===== config.mk =====
export PLATFORM = sky130hd
export DESIGN_NAME = serial_capture
export DESIGN_NICKNAME = d
export VERILOG_FILES = /design/src/rtl/serial_capture_pkg.sv /design/src/rtl/sc_fifo2.sv /design/src/rtl/serial_capture.sv
export SDC_FILE = /design/constraint.sdc
export NUM_CORES = 1
export LEC_CHECK = 0
export ABC_AREA = 0
export CORE_ASPECT_RATIO = 1.1
export CORE_UTILIZATION = 56
export DETAILED_ROUTE_END_ITERATION = 10
export PLACE_DENSITY = 0.79
export SETUP_SLACK_MARGIN = 0.3
export SLEW_MARGIN = 5
export SYNTH_ARGS = -nofsm -noshare
export SYNTH_HDL_FRONTEND = slang
export SYNTH_SLANG_ARGS = --single-unit

===== constraint.sdc =====
create_clock -name clk -period 2.7 [get_ports clk]
set_input_delay 0.405 -clock clk [delete_from_list [all_inputs] [get_ports clk]]
set_output_delay 0.405 -clock clk [all_outputs]
set_load 0.05 [all_outputs]

===== src/rtl/serial_capture_pkg.sv =====
// ----------------------------------------------------------------------------
// serial_capture_pkg : shared FSM type, default sync constants, clog2 helper
// rev 1.0
// ----------------------------------------------------------------------------
`default_nettype none

package serial_capture_pkg;

  typedef enum logic {
    HUNT = 1'b0,
    DATA = 1'b1
  } state_t;

  localparam int          DEF_SYNC_LEN  = 8;
  localparam logic [15:0] DEF_SYNC_WORD = 16'h00A5;

  // Returns at least 1 so that counters for a range of one still get a bit.
  function automatic int clog2(input int value);
    int r;
    r = 1;
    while ((1 << r) < value) r = r + 1;
    return r;
  endfunction

endpackage

`default_nettype wire


===== src/rtl/sc_fifo2.sv =====
// ----------------------------------------------------------------------------
// sc_fifo2 : two-entry registered FIFO, push accepted when full if popping
// rev 1.0
// ----------------------------------------------------------------------------
`default_nettype none

module sc_fifo2 #(
  parameter int WIDTH = 8
) (
  input  logic             clk,
  input  logic             rst,
  input  logic             push,
  input  logic [WIDTH-1:0] push_data,
  output logic             full,
  input  logic             pop,
  output logic [WIDTH-1:0] pop_data,
  output logic             valid
);

  logic [WIDTH-1:0] head;
  logic [WIDTH-1:0] tail;
  logic [1:0]       count;
  logic             do_pop;
  logic             do_push;

  assign do_pop  = pop && (count != 2'd0);
  assign do_push = push && ((count != 2'd2) || do_pop);

  always_ff @(posedge clk or posedge rst) begin
    if (rst) begin
      head  <= '0;
      tail  <= '0;
      count <= 2'd0;
    end else begin
      case ({do_push, do_pop})
        2'b10: begin
          if (count == 2'd0) head <= push_data;
          else               tail <= push_data;
          count <= count + 2'd1;
        end
        2'b01: begin
          head  <= tail;
          count <= count - 2'd1;
        end
        2'b11: begin
          // Occupancy unchanged; the new word lands behind whatever survives the pop.
          if (count == 2'd1) begin
            head <= push_data;
          end else begin
            head <= tail;
            tail <= push_data;
          end
        end
        default: ;
      endcase
    end
  end

  assign pop_data = head;
  assign valid    = (count != 2'd0);
  assign full     = (count == 2'd2);

endmodule

`default_nettype wire


===== src/rtl/serial_capture.sv =====
// ----------------------------------------------------------------------------
// serial_capture : sync-word hunt, MSB-first frame deserialiser, buffered output
// rev 1.0
// ----------------------------------------------------------------------------
`default_nettype none

module serial_capture
  import serial_capture_pkg::*;
#(
  parameter int                  WIDTH       = 8,
  parameter int                  SYNC_LEN    = DEF_SYNC_LEN,
  parameter logic [SYNC_LEN-1:0] SYNC_WORD   = SYNC_LEN'(DEF_SYNC_WORD),
  parameter int                  FRAME_WORDS = 4,
  parameter int                  CNT_W       = 8
) (
  input  logic             clk,
  input  logic             rst,
  input  logic             bit_in,
  input  logic             bit_en,
  output logic [WIDTH-1:0] word_data,
  output logic             word_valid,
  input  logic             word_ready,
  output logic             in_frame,
  output logic [CNT_W-1:0] ovf_count
);

  localparam int FILL_W = clog2(SYNC_LEN + 1);
  localparam int BIT_W  = clog2(WIDTH);
  localparam int WC_W   = clog2(FRAME_WORDS);

  localparam logic [FILL_W-1:0] FILL_FULL = FILL_W'(SYNC_LEN);
  localparam logic [BIT_W-1:0]  BIT_LAST  = BIT_W'(WIDTH - 1);
  localparam logic [WC_W-1:0]   WC_LAST   = WC_W'(FRAME_WORDS - 1);

  state_t state;
  state_t state_nxt;

  // Only the low SYNC_LEN-1 bits need storing; the incoming bit completes the window.
  logic [SYNC_LEN-2:0] window;
  logic [SYNC_LEN-1:0] win_shift;
  logic [FILL_W-1:0]   fill_cnt;
  logic [FILL_W-1:0]   fill_inc;
  logic [WIDTH-2:0]    shreg;
  logic [WIDTH-1:0]    word_shift;
  logic [BIT_W-1:0]    bit_cnt;
  logic [WC_W-1:0]     word_cnt;

  logic sync_hit;
  logic word_done;
  logic frame_done;
  logic fifo_full;
  logic pop;
  logic drop;

  always_ff @(posedge clk or posedge rst) begin
    if (rst) state <= HUNT;
    else     state <= state_nxt;
  end

  always_comb begin
    state_nxt  = state;
    sync_hit   = 1'b0;
    word_done  = 1'b0;
    frame_done = 1'b0;
    win_shift  = {window, bit_in};
    word_shift = {shreg, bit_in};
    fill_inc   = (fill_cnt == FILL_FULL) ? fill_cnt : fill_cnt + FILL_W'(1);
    if (bit_en) begin
      case (state)
        HUNT: begin
          sync_hit = (fill_inc == FILL_FULL) && (win_shift == SYNC_WORD);
          if (sync_hit) state_nxt = DATA;
        end
        DATA: begin
          word_done  = (bit_cnt == BIT_LAST);
          frame_done = word_done && (word_cnt == WC_LAST);
          if (frame_done) state_nxt = HUNT;
        end
        default: state_nxt = HUNT;
      endcase
    end
  end

  always_ff @(posedge clk or posedge rst) begin
    if (rst) begin
      window   <= '0;
      fill_cnt <= '0;
      shreg    <= '0;
      bit_cnt  <= '0;
      word_cnt <= '0;
    end else if (bit_en) begin
      if (state == HUNT) begin
        window   <= win_shift[SYNC_LEN-2:0];
        fill_cnt <= fill_inc;
      end else begin
        shreg <= word_shift[WIDTH-2:0];
        if (word_done) begin
          bit_cnt <= '0;
          if (frame_done) begin
            word_cnt <= '0;
            window   <= '0;
            fill_cnt <= '0;
          end else begin
            word_cnt <= word_cnt + WC_W'(1);
          end
        end else begin
          bit_cnt <= bit_cnt + BIT_W'(1);
        end
      end
    end
  end

  assign pop  = word_valid && word_ready;
  assign drop = word_done && fifo_full && !pop;

  always_ff @(posedge clk or posedge rst) begin
    if (rst)                            ovf_count <= '0;
    else if (drop && (ovf_count != '1)) ovf_count <= ovf_count + CNT_W'(1);
  end

  sc_fifo2 #(
    .WIDTH (WIDTH)
  ) u_fifo (
    .clk       (clk),
    .rst       (rst),
    .push      (word_done),
    .push_data (word_shift),
    .full      (fifo_full),
    .pop       (pop),
    .pop_data  (word_data),
    .valid     (word_valid)
  );

  assign in_frame = (state == DATA);

endmodule

`default_nettype wire


Word-level counts from Yosys, hierarchy flattened:

Cells that the tools add are included.

* bits in registers: 50
* input bits: 5
* word-level logic and storage cells: 77

* add/subtract/negate cells: 6
* equal/unequal tests: 17
* multiplexer cells: 23
* bitwise gates (word level): 1
* reduce and logical (&&, ||, !) cells: 20

Operators by type and width (number)
* $mux W8: 4
* $pmux W8 S3: 1
* $mux W7: 3
* $mux W4: 4
* $pmux W8 S2: 1
* $reduce_and A3 Y1: 3
* $add A8 B1 Y8 const B: 1
* $eq A2 B2 Y1 const B: 4
* $eq A4 B4 Y1 const B: 2
* $eq A8 B8 Y1 const B: 1
* $logic_and A1 B1 Y1: 8
* $ne A8 B8 Y1 const B: 1
* $mux W1: 6
* $ne A2 B1 Y1 const B: 3
* $ne A2 B2 Y1 const B: 3
* $reduce_bool A2 Y1: 3
* $add A2 B1 Y2 const B: 2
* $add A4 B1 Y4 const B: 1
* $eq A2 B1 Y1 const B: 2
* $pmux W2 S2: 1
* $reduce_and A2 Y1: 2
* $add A3 B1 Y3 const B: 1
* $eq A3 B3 Y1 const B: 1
* $mux W3: 1
* other kinds (8): 8

Logic depth before layout (Yosys ltp):

* depth after elaboration: 8
* mapped depth: 7
* mapped depth without buffers: 6

By module:

Synthesis repeated with hierarchy kept, for this count alone.

* cell total of the unflattened synthesis: 229
* area total of the unflattened synthesis: 2479.9 um^2

Modules (own cells, without submodules)
* serial_capture: times used 1, cells each 144, area each 1566.5 um^2, seq. area each 800.8 um^2
* sc_fifo2: times used 1, cells each 85, area each 913.4 um^2, seq. area each 450.4 um^2

Least setup slack after synthesis:

OpenSTA, ideal clock, no wires.

* kind: reg2reg
* from: register state, in the netlist in_frame
* to: register u_fifo.tail[0]
* setup time: 0.125 ns
* arrival time: 1.872 ns
* path slack: 0.703 ns
* cell stages (with the launch flop): 4
* path buffers: 0
* path through: dfrtp_1 > nand3_4 > a2111oi_4 > mux2_2

* cells in the longest elaborated chain, start to end: 6

RTL lines
* start, declared: line serial_capture.sv:35 `state_t state;`
* start signal, assigned: line serial_capture.sv:57 `else state <= state_nxt;`
* $mux W1 (*): line serial_capture.sv:69 `case (state)`
* $mux W1 (*): line serial_capture.sv:68 `if (bit_en) begin`
* $logic_and A1 B1 Y1 (*): line sc_fifo2.sv:27 `assign do_push = push && ((count != 2'd2) || do_pop);`
* $eq A2 B2 Y1: line sc_fifo2.sv:35 `case ({do_push, do_pop})`
* $ne A2 B2 Y1 (no line) / $reduce_bool A2 Y1 (equally long branches)
* $reduce_and A3 Y1 (no line)
* end signal, assigned: line sc_fifo2.sv:38 `else tail <= push_data;`
* end signal, assigned: line sc_fifo2.sv:51 `tail <= push_data;`
* end, declared: line sc_fifo2.sv:21 `logic [WIDTH-1:0] tail;`

Mark *: on every way between the ends. The rest lies on a longest branch, timed or not.
A chain may end at the register's enable or synchronous reset.

Final worst setup path:

* from: register state, in the netlist in_frame
* to: output port in_frame

RTL lines
* end, declared: line serial_capture.sv:23 `output logic in_frame,`

No word-level cell between the ends.

==> summary.md <==
| Metric | Value |
|---|---|
| Status | finished, final reports clean |
| Main synth FF type | dfrtp_1 |
| CTS Buf Count | 5 |
| Skew final | 0.00939 ns |
| Setup violators final | 0 |
| RSZ-0062 raised after global routing | false |
| Largest net degree at the start of global routing | 21 |
| Hold Buf Count CTS | 0 |
| Area delta synth->final | 16.4% |
| CP peak stage delay | roughly 0.90 ns |
| Die width | roughly 64 um |
| Worst path top cell family by delay | buffers and inverters |
| Number of inserted diodes | 0 |
| R2r setup slk | 0.63 ns |
| Post-synth EDFFs | 0 |
| Final period util | 0.838 |
| DR vias | around 1700 |
| IO Pins | 23 |
| Clock Root Buffer | clkbuf_8 |
| Rows | 24 |
| Synth cell types | 38 |
| DR WL/cell | 14.3 um |
| Leakage Power | 1.34 nW |
| DRC errors left | 0 |
| Seq cells post-synth | 50 |
| Core box area | 4050 um^2 |
| Post-DRT Antenna Nets | 0 |
| Area share of the leading cell type in the synthesized netlist | 0.520 |
| Startpoint Class | flop |
| Number of port buffers | 22 |
| Hold Crit Class | in2async |
| Ys Warns | 0 |
| PD cells | a little over 800 nW/um^2 |
| Worst EP arrival | around 1.9 ns |
| Critical path required time | 2.30 ns |
| Vias in the first global route | roughly 1700 |
| Mean post-synth cell area | 11.2 um^2 |
| Total global routing overflow | 0 |
| Pins Over Slew Limit | 0 |
| Total length of routed wires | approximately 4200 um |
| Skew-Pair Late Insertion Delay | roughly 0.30 ns |
| Clock sink total | 50 |
| Async set-reset flop share out of synthesis | 1.00 |
| Initial Util | 0.593 |
| Detailed placement HPWL | 2930 um |
| Worst relative slew slack | 0.667 |
| Vias/cell | between 5 and 6 |
| Die Height | approximately 70 um |
| Syn Nets | about 230 |
| Maximum level of the CTS H-tree | 2 |
| Initial antenna violation count | 0 |
| Post-Syn Area | roughly 2400 um^2 |
| First-pass GRT wire length | approximately 7500 um |
| GRT Overall Usage | 0.214 |
| Post-Syn Instances | between 200 and 250 |
| Die area | about 4600 um^2 |
| GP Congestion | 0.807 |
| Clk buf depth | 2 |
| Setup crit end kind | output pin |
| Top post-synthesis cells by area | dfrtp_1, mux2_2, ha_1 |
| Max Cap Violations | 0 |
| Worst-case vdd ir drop | between 0.5 and 0.6 mV |
| Crit path max-delay cell type | clkdlybuf4s50_1 |
| Fmax | roughly 0.44 GHz |
| Clock slew at reported path FFs | roughly 0.090 ns |
| Fillers | around 310 |
| Synth area leader | dfrtp_1 |
| Final #Nets | around 260 |
| Final core utilization | 0.691 |
| Slew @ Worst Pin | 0.498 ns |
| CTS tree | yes |
| Final count of hold timing violations | 0 |
| Buf/Inv on CP | 1 |
| Maximum fanout along the worst path | 17 |
| Critical Path, Cell by Cell | clkdlybuf4s50_1 |
| CP Class | reg2out |
| Final Critical Period | ~2.3 ns |
| Setup TNS | 0 ns |
| 1st-iter DRT viols | around 100 |
| Register area share after synthesis | 0.520 |
| Drt pass-1 iters | 4 |
| Share of layout cells above drive strength 1 | 0.147 |
sequential cells by signal, indices dropped and copies added, names as in the netlist:
| register | cells |
|---|---|
| in_frame | 1 |
| bit_cnt | 3 |
| window | 7 |
| word_cnt | 2 |
| u_fifo.count | 2 |
| u_fifo.pop_data | 8 |
| u_fifo.tail | 8 |
| shreg | 7 |
| ovf_count | 8 |
| fill_cnt | 4 |
metrics by stage:
step	total power, mW	hold slack (ns)	setup WS (ns)	cells	area, um^2
CTS	2.30	0.394	0.416	297	2800
global placement	1.85	0.443	0.551	289	2720
floorplan	1.62	0.431	0.703	214	2400
global route	2.41	0.433	0.375	297	2800
finish	2.28	0.386	0.437	297	2800
detailed placement	1.87	0.462	0.510	289	2720
placed cells by master (no fill, tap or decap), types with 2 or more instances in the layout:
master | synthesis | routed
dfrtp_1 | 50 | 50
nand2b_1 | 3 | 3
o31ai_1 | 2 | 2
nor3b_1 | 2 | 2
a21oi_1 | 4 | 4
nor2b_1 | 5 | 5
mux2_2 | 17 | 17
nand2_1 | 30 | 30
clkbuf_8 | 0 | 5
clkdlybuf4s50_1 | 0 | 21
o21a_1 | 8 | 8
o22a_1 | 8 | 8
mux2i_1 | 2 | 2
buf_4 | 0 | 6
a21o_1 | 3 | 3
inv_1 | 8 | 7
xor2_1 | 6 | 6
a211oi_1 | 3 | 3
nand3_1 | 7 | 7
nor3_1 | 3 | 3
nand4_1 | 2 | 2
ha_1 | 9 | 9
nor2_1 | 7 | 7
o21ai_0 | 8 | 8
nand3b_1 | 8 | 8
path summary, 6_finish.rpt:
kind                       startpoint                  to  cells after the start
min                               rst     u_fifo.count[1]                      2
max reg2reg                bit_cnt[0]      u_fifo.tail[2]                      6
max in group asynchronous         rst  u_fifo.pop_data[4]                      3
min in group clk            window[6]           window[6]                      2
min reg2reg                 window[6]           window[6]                      2
max                          in_frame            in_frame                      1
metal layers:
layer,global-route usage,vias up,share of wire
met3,0.0306,7,0.023
met5,0,-,0
met1,0.272,817,0.49
met4,0.104,0,0.019
li1,-,823,-
met2,0.358,24,0.47
synth_stat cells (all sizes together), types with 4 or more instances:
| library cell | instances |
|---|---|
| nand3 | 8 |
| dfrtp | 50 |
| a21oi | 4 |
| nand3b | 8 |
| o21a | 8 |
| ha | 9 |
| clkbuf | 4 |
| nand2 | 30 |
| inv | 8 |
| o21ai | 9 |
| xor2 | 6 |
| nor2 | 7 |
| o22a | 8 |
| nor2b | 5 |
| mux2 | 17 |
what timing repair did:
item | in CTS | in global routing
resized for setup | 1 | 0
endpoints found under the setup margin | 1 | 0
buffers inserted | 0 | 0
worst register-to-register path, cell delays in order (launching register included):
cell	delay [ns]
dfrtp_1	0.38
ha_1	0.16
ha_1	0.30
nand3_4	0.19
a2111oi_4	0.35
buf_4	0.22
mux2_2	0.35
area by class of cell:
class                           instances  area (um^2)  area share
Multi-Input combinational cell        151         1100       0.394
Clock inverter                          2         13.8     0.00492
Sequential cell                        50         1250       0.447
Inverter                                8         30.0      0.0107
Clock buffer                            6         72.6      0.0259
Tap cell                               52         65.1      0.0232
Timing Repair Buffer                   28          264      0.0943
cell families after synthesis:
logic type	count (synthesis)	share of synthesized area
multiplexers	19	0.0879
flip-flops	50	0.520
buffers and inverters	13	0.0208
AO/OA/AOI/OAI	44	0.143
AND/OR/NAND/NOR	72	0.156
XOR/XNOR	7	0.0255
adder cells (fa/ha/maj)	9	0.0468
power by group:
| part | internal, mW | switching, mW |
|---|---|---|
| registers | 0.867 | 0.0995 |
| logic | 0.354 | 0.530 |
| clock network | 0.183 | 0.241 |
Power figures use the tool's default switching activity.
